`src/rtl/pkt_switch_n_if.sv`:
```
// rtl/pkt_switch_n_if.sv - packet input, table access and per-port output bundle for pkt_switch_n
interface pkt_switch_n_if #(
    parameter int NUM_PORTS = 4,
    parameter int DATA_W    = 8,
    parameter int CNT_W     = 8
);
    localparam int AW = $clog2(NUM_PORTS);

    logic                          data_status;
    logic [DATA_W-1:0]             data;
    logic                          busy;
    logic                          mem_en;
    logic                          mem_rd_wr;
    logic [AW-1:0]                 mem_add;
    logic [DATA_W-1:0]             mem_data;
    logic [NUM_PORTS*DATA_W-1:0]   port_data;
    logic [NUM_PORTS-1:0]          ready;
    logic [NUM_PORTS-1:0]          read;
    logic [CNT_W-1:0]              drop_cnt;
    logic [CNT_W-1:0]              parity_err_cnt;

    modport slave (
        input  data_status, data, mem_en, mem_rd_wr, mem_add, mem_data, read,
        output busy, port_data, ready, drop_cnt, parity_err_cnt
    );

    modport master (
        output data_status, data, mem_en, mem_rd_wr, mem_add, mem_data, read,
        input  busy, port_data, ready, drop_cnt, parity_err_cnt
    );
endinterface

```
`src/rtl/pkt_switch_n.sv`:
```
// rtl/pkt_switch_n.sv - header-routed packet switch into NUM_PORTS FIFOs; PKT_PARITY_CHECK_EN adds parity checking
module pkt_switch_n #(
    parameter int NUM_PORTS  = 4,
    parameter int DATA_W     = 8,
    parameter int FIFO_DEPTH = 16,
    parameter int CNT_W      = 8
) (
    input  logic          clk,
    input  logic          reset,
    pkt_switch_n_if.slave bus
);
    localparam int AW = $clog2(NUM_PORTS);
    localparam int PW = $clog2(FIFO_DEPTH);

`ifdef PKT_PARITY_CHECK_EN
    typedef enum logic [1:0] {IDLE, DATA, DROP, PARITY} state_t;
`else
    typedef enum logic [1:0] {IDLE, DATA, DROP} state_t;
`endif

    state_t              state_q, state_d;
    logic [AW-1:0]       dest_q, dest_d;
    logic [CNT_W-1:0]    drop_q, drop_d;
    logic [DATA_W-1:0]   tbl_q [NUM_PORTS];
    logic [PW:0]         wptr_q [NUM_PORTS];
    logic [PW:0]         rptr_q [NUM_PORTS];
    logic [DATA_W-1:0]   mem_q [NUM_PORTS][FIFO_DEPTH];
    logic [DATA_W-1:0]   pdata_q [NUM_PORTS];
`ifdef PKT_PARITY_CHECK_EN
    logic [DATA_W-1:0]   par_q, par_d;
    logic [DATA_W-1:0]   pbyte_q, pbyte_d;
    logic [CNT_W-1:0]    perr_q, perr_d;
`endif

    logic [NUM_PORTS-1:0] full, empty, pop;
    logic                 hit;
    logic [AW-1:0]        hit_idx;
    logic                 wr_en;
    logic [AW-1:0]        wr_port;
    logic [DATA_W-1:0]    wr_byte;
    logic                 busy;

    // Full compares against the pre-read pointer, so a same-edge read does not unblock a write.
    always_comb begin
        for (int i = 0; i < NUM_PORTS; i++) begin
            empty[i] = (wptr_q[i] == rptr_q[i]);
            full[i]  = (wptr_q[i] == {~rptr_q[i][PW], rptr_q[i][PW-1:0]});
            pop[i]   = bus.read[i] & ~empty[i];
        end
    end

    // Descending scan so the lowest matching index wins on duplicate entries.
    always_comb begin
        hit     = 1'b0;
        hit_idx = '0;
        for (int k = NUM_PORTS - 1; k >= 0; k--) begin
            if (tbl_q[k] == bus.data) begin
                hit     = 1'b1;
                hit_idx = AW'(k);
            end
        end
    end

    always_comb begin
        state_d = state_q;
        dest_d  = dest_q;
        drop_d  = drop_q;
        wr_en   = 1'b0;
        wr_port = dest_q;
        wr_byte = bus.data;
        busy    = 1'b0;
`ifdef PKT_PARITY_CHECK_EN
        par_d   = par_q;
        pbyte_d = pbyte_q;
        perr_d  = perr_q;
`endif
        case (state_q)
            IDLE: begin
                if (bus.data_status) begin
                    if (hit) begin
                        wr_port = hit_idx;
                        if (full[hit_idx]) begin
                            busy = 1'b1;
                        end else begin
                            wr_en   = 1'b1;
                            dest_d  = hit_idx;
                            state_d = DATA;
`ifdef PKT_PARITY_CHECK_EN
                            par_d   = bus.data;
`endif
                        end
                    end else begin
                        state_d = DROP;
                    end
                end
            end
            DATA: begin
                if (bus.data_status) begin
                    if (full[dest_q]) begin
                        busy = 1'b1;
                    end else begin
                        wr_en = 1'b1;
`ifdef PKT_PARITY_CHECK_EN
                        par_d = par_q ^ bus.data;
`endif
                    end
                end else begin
`ifdef PKT_PARITY_CHECK_EN
                    pbyte_d = bus.data;
                    state_d = PARITY;
`else
                    if (full[dest_q]) begin
                        busy = 1'b1;
                    end else begin
                        wr_en   = 1'b1;
                        state_d = IDLE;
                    end
`endif
                end
            end
`ifdef PKT_PARITY_CHECK_EN
            PARITY: begin
                busy    = 1'b1;
                wr_byte = (pbyte_q == par_q) ? pbyte_q
                                             : (pbyte_q ^ {1'b1, {(DATA_W-1){1'b0}}});
                if (!full[dest_q]) begin
                    wr_en   = 1'b1;
                    state_d = IDLE;
                    if (pbyte_q != par_q && perr_q != {CNT_W{1'b1}})
                        perr_d = perr_q + 1'b1;
                end
            end
`endif
            DROP: begin
                if (!bus.data_status) begin
                    state_d = IDLE;
                    if (drop_q != {CNT_W{1'b1}})
                        drop_d = drop_q + 1'b1;
                end
            end
            default: state_d = IDLE;
        endcase
    end

    always_ff @(posedge clk or negedge reset) begin
        if (!reset) begin
            state_q <= IDLE;
            dest_q  <= '0;
            drop_q  <= '0;
`ifdef PKT_PARITY_CHECK_EN
            par_q   <= '0;
            pbyte_q <= '0;
            perr_q  <= '0;
`endif
            for (int i = 0; i < NUM_PORTS; i++) begin
                tbl_q[i]   <= DATA_W'(i);
                wptr_q[i]  <= '0;
                rptr_q[i]  <= '0;
                pdata_q[i] <= '0;
            end
        end else begin
            state_q <= state_d;
            dest_q  <= dest_d;
            drop_q  <= drop_d;
`ifdef PKT_PARITY_CHECK_EN
            par_q   <= par_d;
            pbyte_q <= pbyte_d;
            perr_q  <= perr_d;
`endif
            for (int i = 0; i < NUM_PORTS; i++) begin
                if (wr_en && wr_port == AW'(i))
                    wptr_q[i] <= wptr_q[i] + (PW+1)'(1);
                if (pop[i]) begin
                    rptr_q[i]  <= rptr_q[i] + (PW+1)'(1);
                    pdata_q[i] <= mem_q[i][rptr_q[i][PW-1:0]];
                end
            end
            if (bus.mem_en && bus.mem_rd_wr)
                tbl_q[bus.mem_add] <= bus.mem_data;
        end
    end

    always_ff @(posedge clk) begin
        if (wr_en)
            mem_q[wr_port][wptr_q[wr_port][PW-1:0]] <= wr_byte;
    end

    for (genvar g = 0; g < NUM_PORTS; g++) begin : g_port
        assign bus.port_data[g*DATA_W +: DATA_W] = pdata_q[g];
    end

    assign bus.ready    = ~empty;
    assign bus.busy     = busy;
    assign bus.drop_cnt = drop_q;
`ifdef PKT_PARITY_CHECK_EN
    assign bus.parity_err_cnt = perr_q;
`else
    assign bus.parity_err_cnt = '0;
`endif
endmodule

```
`src/flat_wrapper.sv`:
```
// flat-port wrapper written by rule: the top's interface ports become plain ports
module pkt_switch_n_flat 
#(
    parameter int NUM_PORTS  = 4,
    parameter int DATA_W     = 8,
    parameter int FIFO_DEPTH = 16,
    parameter int CNT_W      = 8
)
  (clk, reset, bus_data_status, bus_data, bus_mem_en, bus_mem_rd_wr, bus_mem_add, bus_mem_data, bus_read, bus_busy, bus_port_data, bus_ready, bus_drop_cnt, bus_parity_err_cnt);
  pkt_switch_n_if #(.NUM_PORTS(NUM_PORTS), .DATA_W(DATA_W), .CNT_W(CNT_W)) bus_i ();
  input  logic clk;
  input  logic reset;
  input wire logic [$bits(bus_i.data_status)-1:0] bus_data_status;
  input wire logic [$bits(bus_i.data)-1:0] bus_data;
  input wire logic [$bits(bus_i.mem_en)-1:0] bus_mem_en;
  input wire logic [$bits(bus_i.mem_rd_wr)-1:0] bus_mem_rd_wr;
  input wire logic [$bits(bus_i.mem_add)-1:0] bus_mem_add;
  input wire logic [$bits(bus_i.mem_data)-1:0] bus_mem_data;
  input wire logic [$bits(bus_i.read)-1:0] bus_read;
  output wire logic [$bits(bus_i.busy)-1:0] bus_busy;
  output wire logic [$bits(bus_i.port_data)-1:0] bus_port_data;
  output wire logic [$bits(bus_i.ready)-1:0] bus_ready;
  output wire logic [$bits(bus_i.drop_cnt)-1:0] bus_drop_cnt;
  output wire logic [$bits(bus_i.parity_err_cnt)-1:0] bus_parity_err_cnt;
  assign bus_i.data_status = bus_data_status;
  assign bus_i.data = bus_data;
  assign bus_i.mem_en = bus_mem_en;
  assign bus_i.mem_rd_wr = bus_mem_rd_wr;
  assign bus_i.mem_add = bus_mem_add;
  assign bus_i.mem_data = bus_mem_data;
  assign bus_i.read = bus_read;
  assign bus_busy = bus_i.busy;
  assign bus_port_data = bus_i.port_data;
  assign bus_ready = bus_i.ready;
  assign bus_drop_cnt = bus_i.drop_cnt;
  assign bus_parity_err_cnt = bus_i.parity_err_cnt;
  pkt_switch_n #(.NUM_PORTS(NUM_PORTS), .DATA_W(DATA_W), .FIFO_DEPTH(FIFO_DEPTH), .CNT_W(CNT_W)) u_core (.clk(clk), .reset(reset), .bus(bus_i));
endmodule
```
`config.mk`:
```
export PLATFORM = sky130hd
export DESIGN_NAME = pkt_switch_n_flat
export DESIGN_NICKNAME = d
export VERILOG_FILES = /design/src/rtl/pkt_switch_n_if.sv /design/src/rtl/pkt_switch_n.sv /design/src/flat_wrapper.sv
export SDC_FILE = /design/constraint.sdc
export NUM_CORES = 1
export LEC_CHECK = 0
export ABC_CLOCK_PERIOD_IN_PS = 3900
export BUFFER_PORTS_ARGS = -buffer_cell sky130_fd_sc_hd__clkbuf_2
export CORE_MARGIN = 2
export CORE_UTILIZATION = 34
export CTS_CLUSTER_DIAMETER = 100
export DETAILED_ROUTE_END_ITERATION = 10
export SLEW_MARGIN = 5
export SYNTH_ARGS = -nofsm -noshare
export SYNTH_HDL_FRONTEND = slang
export SYNTH_SLANG_ARGS = --single-unit
export TNS_END_PERCENT = 20
```
`constraint.sdc`:
```
create_clock -name clk -period 3.9 [get_ports clk]
set_input_delay 0 -clock clk [delete_from_list [all_inputs] [get_ports clk]]
set_output_delay 0 -clock clk [all_outputs]
set_load 0.05 [all_outputs]
```
==> flow_metrics.env <==
export IMPL_outcome="finished clean"
export IMPL_drive_above_1_share=0.370
export IMPL_cts_path_max_buffers=3
export IMPL_layout_area_overhead_vs_synth_pct=17.5
export IMPL_tritoncts="yes"
export IMPL_stdcell_area_um2=30000
export IMPL_antenna_found_initial=1
export IMPL_power_density_nw_per_um2=669
export IMPL_placedCellCount=2351
export IMPL_antenna_cells=0
export IMPL_synthAdderAreaFrac=0.00442
export IMPL_worstMarginPinSlew_ps=1090
export IMPL_synth_simple_gate_area_frac=0.0432
export IMPL_maxSlewHeadroom=0.274
export IMPL_slowest_stage="o21ai_2"
export IMPL_synth_seq_cells=628
export IMPL_netlist_instances=1266
export IMPL_crit_path_end_kind="register"
export IMPL_cts_htree_levels=3
export IMPL_grt_usage=0.146
export IMPL_worstPathMaxFanout=16
export IMPL_io_buffers=71
export IMPL_post_route_period_util=0.905
export IMPL_grt_max_degree=91
export IMPL_gp_congestion=0.776
export IMPL_synth_top_family_by_area="multiplexers"
export IMPL_synth_area_leaders="edfxtp_1 (60%), mux4_2 (14%), dfrtp_1 (11%)"
export IMPL_grt_pass1_wl_um=84400
export IMPL_synth_top_area_frac=0.603
export IMPL_dieHeight_um=278
export IMPL_fin_nets=1500
export IMPL_rrSetupSlack_ps=370
export IMPL_synth_compound_area_frac=0.0129
export IMPL_cap_viol_max_count=0
export IMPL_yosys_area_share_xor_xnor=0.0299
export IMPL_path_clk_slew_ps=60
export IMPL_drt_total_wl_um=56000
export IMPL_synth_area_per_cell_um2=20.1
export IMPL_hold_viol_final=0
export IMPL_finalClockSkew_ps=22.2
export IMPL_root_buffer="clkbuf_16"
export IMPL_max_freq_mhz=283
export IMPL_critical_path_arrival_ps=3880
export IMPL_start_util=0.343
export IMPL_numCtsBuffers=68
export IMPL_slowest_delay_ps=870
export IMPL_rows=100
export IMPL_dominantRegCellSynth="edfxtp_1"
export IMPL_hpwl_um=35400
export IMPL_clock_sinks=628
export IMPL_syn_cell_area_um2=25500
export IMPL_firstDrtPassIters=5
export IMPL_grt_overflow=0
export IMPL_crit_type="reg2reg"
export IMPL_p_leak_nw=10.1
export IMPL_die_w_um=278
export IMPL_pin_count=80
export IMPL_vdd_drop_max_v=0.000363
export IMPL_setup_viol=0
export IMPL_drtIter0Drc=797
export IMPL_instances_no_fill=2489
export IMPL_synthMuxAreaShare=0.177
export IMPL_drc=0
export IMPL_synth_area_leader_cell="edfxtp_1"
export IMPL_ys_seq_area_frac=0.717
export IMPL_post_dp_cell_area_um2=27600
export IMPL_period_minus_slack_ps=3530
export IMPL_cp_cell_sequence="xor2_1 -> nor4_2 -> o211ai_1 -> a21oi_1 -> a21o_2 -> buf_4 -> a211oi_2 -> o21ai_2 -> nor3_1 -> buf_4"
export IMPL_yosys_warnings=0
export IMPL_synth_edf_count=512
export IMPL_crit_top_cell="buf_4"
export IMPL_finalSetupTns_ps=0
export IMPL_hold_class="in2reg"
export IMPL_synth_distinct_cells=66
export IMPL_critPathLaunchType="register"
export IMPL_worst_ep_required_time_ps=4250
export IMPL_synthArstFlopShare=0.185
export IMPL_vias=12600
export IMPL_ctsResizeCount=0
export IMPL_slew_viol_final=0
export IMPL_post_drt_wl_per_cell_um=22.5
export IMPL_grt_pass1_vias=13100
export IMPL_core_area_um2=74300
export IMPL_via_per_inst=5.05
export IMPL_p_total_mw=20.0
export IMPL_clk_latency_ps=600
export IMPL_dieArea_um2=77200
export IMPL_antenna_left=0
export IMPL_rsz0062_at_grt="false"
==> registers in the layout, indices dropped and copies added, names as in the netlist <==
signal / flops
u_core.mem_q: 512
u_core.state_q: 2
u_core.bus.port_data: 32
u_core.wptr_q: 20
u_core.bus.drop_cnt: 8
u_core.rptr_q: 20
u_core.tbl_q: 32
u_core.dest_q: 2
==> repair_timing <==
| action | CTS | global route |
|---|---|---|
| hold buffers | 12 | 0 |
| setup buffers | 0 | 0 |
| endpoints found under the hold margin | 120 | 0 |
==> report_power, final <==
group | leakage (nW) | total (mW) | internal [mW] | switching (mW)
registers | 6.01 | 7.96 | 7.68 | 0.279
logic | 3.03 | 5.69 | 2.53 | 3.16
clock network | 1.09 | 6.39 | 3.82 | 2.57
==> critical path: cells and delay by family, from the launching register on <==
kind,cells,cell delay [ps]
simple gates,2,500
compound gates,5,1730
flops,1,540
buf+inv,2,420
xor+xnor,1,80
==> area by class of cell <==
class                   count  area, µm²
clock buffers              99       1950
inverters                   8       30.0
fillers                  6628      44400
repair buffers            194       1320
well taps                 969       1210
clock inverters            27        288
flip-flops and latches    628      18300
multi-input cells         564       6890
==> kinds of logic (layout without fill, tap and decap cells) <==
family                     count (synthesis)  in the layout
DFF                                      628            628
muxes                                    238            238
and+or+nand+nor                          189            189
xor gates and xnor gates                  87             87
buffers and inverters                     81            328
AOI/OAI and AO/OA                         33             33
adders and majority gates                  9              9
other                                      1              8
==> cells in the mapped netlist (2+ instances only) <==
| library cell | number |
|---|---|
| nand3_1 | 13 |
| nand2_1 | 27 |
| o31a_1 | 2 |
| o2111ai_1 | 2 |
| ha_1 | 9 |
| nand4b_1 | 5 |
| nor2_1 | 43 |
| dfstp_2 | 4 |
| nor4_2 | 13 |
| inv_1 | 8 |
| nand4_1 | 21 |
| and2_0 | 4 |
| a21oi_1 | 3 |
| xnor2_1 | 54 |
| nor3_1 | 18 |
| or2_2 | 2 |
| nor4_1 | 11 |
| xor2_1 | 33 |
| clkbuf_1 | 28 |
| mux2i_1 | 2 |
| a211oi_2 | 2 |
| o22a_1 | 2 |
| o21a_1 | 2 |
| nand2b_1 | 4 |
| buf_1 | 16 |
| mux2_2 | 72 |
| edfxtp_1 | 512 |
| and2_1 | 2 |
| nor2_2 | 2 |
| buf_4 | 11 |
| dfrtp_1 | 112 |
| mux4_2 | 162 |
| and3_1 | 7 |
| buf_2 | 14 |
| buf_6 | 4 |
| a211oi_1 | 3 |
| nand2_2 | 2 |
| nor4b_1 | 7 |
==> per-stage QoR <==
stage | setup WS, ps | hold slack, ps | util
6_report | 370 | 24.4 | 0.403
5_1_grt | 83.5 | 34.5 | 0.403
4_1_cts | 410 | 17.4 | 0.403
3_5_place_dp | 442 | 142 | 0.372
3_3_place_gp | 442 | 155 | 0.372
2_1_floorplan | 375 | -296 | -
==> path summary, 6_finish.rpt <==
path                       cells after the start             start                  endpoint
setup reg to reg                              10   u_core.tbl_q[9]       u_core.mem_q[3][37]
setup / recovery                              10   u_core.tbl_q[9]       u_core.mem_q[3][37]
hold / removal                                 2       bus_data[6]       u_core.mem_q[0][38]
hold reg to reg                                1  u_core.rptr_q[9]          u_core.rptr_q[9]
min in group asynchronous                      2             reset  u_core.bus.port_data[25]
max in group asynchronous                      3             reset           u_core.tbl_q[0]
==> routing by layer <==
metal	up-vias	global-route usage	part of all wire
met5	-	0	0.00023
met1	6636	0.198	0.44
li1	5509	-	-
met3	77	0.0314	0.055
met2	349	0.235	0.49
met4	2	0.0495	0.023
==> layout by cell type, fill, tap and decap left out, types with 5 or more instances in the layout <==
master,instances
nand4_1,21
clkbuf_2,70
xor2_1,33
clkinv_2,10
clkbuf_16,72
edfxtp_1,512
conb_1,8
mux4_2,162
dfrtp_1,108
bufinv_16,5
nand2_1,27
dlygate4sd3_1,12
nor4_2,15
nand3_1,13
clkbuf_1,22
mux2_2,72
buf_4,111
ha_1,9
nor3_1,18
and3_1,7
nor4b_2,6
nor4_1,9
nand4b_1,5
inv_1,8
nor2_1,43
xnor2_1,54
clkinv_1,6
(Power assumes the default switching activity.)
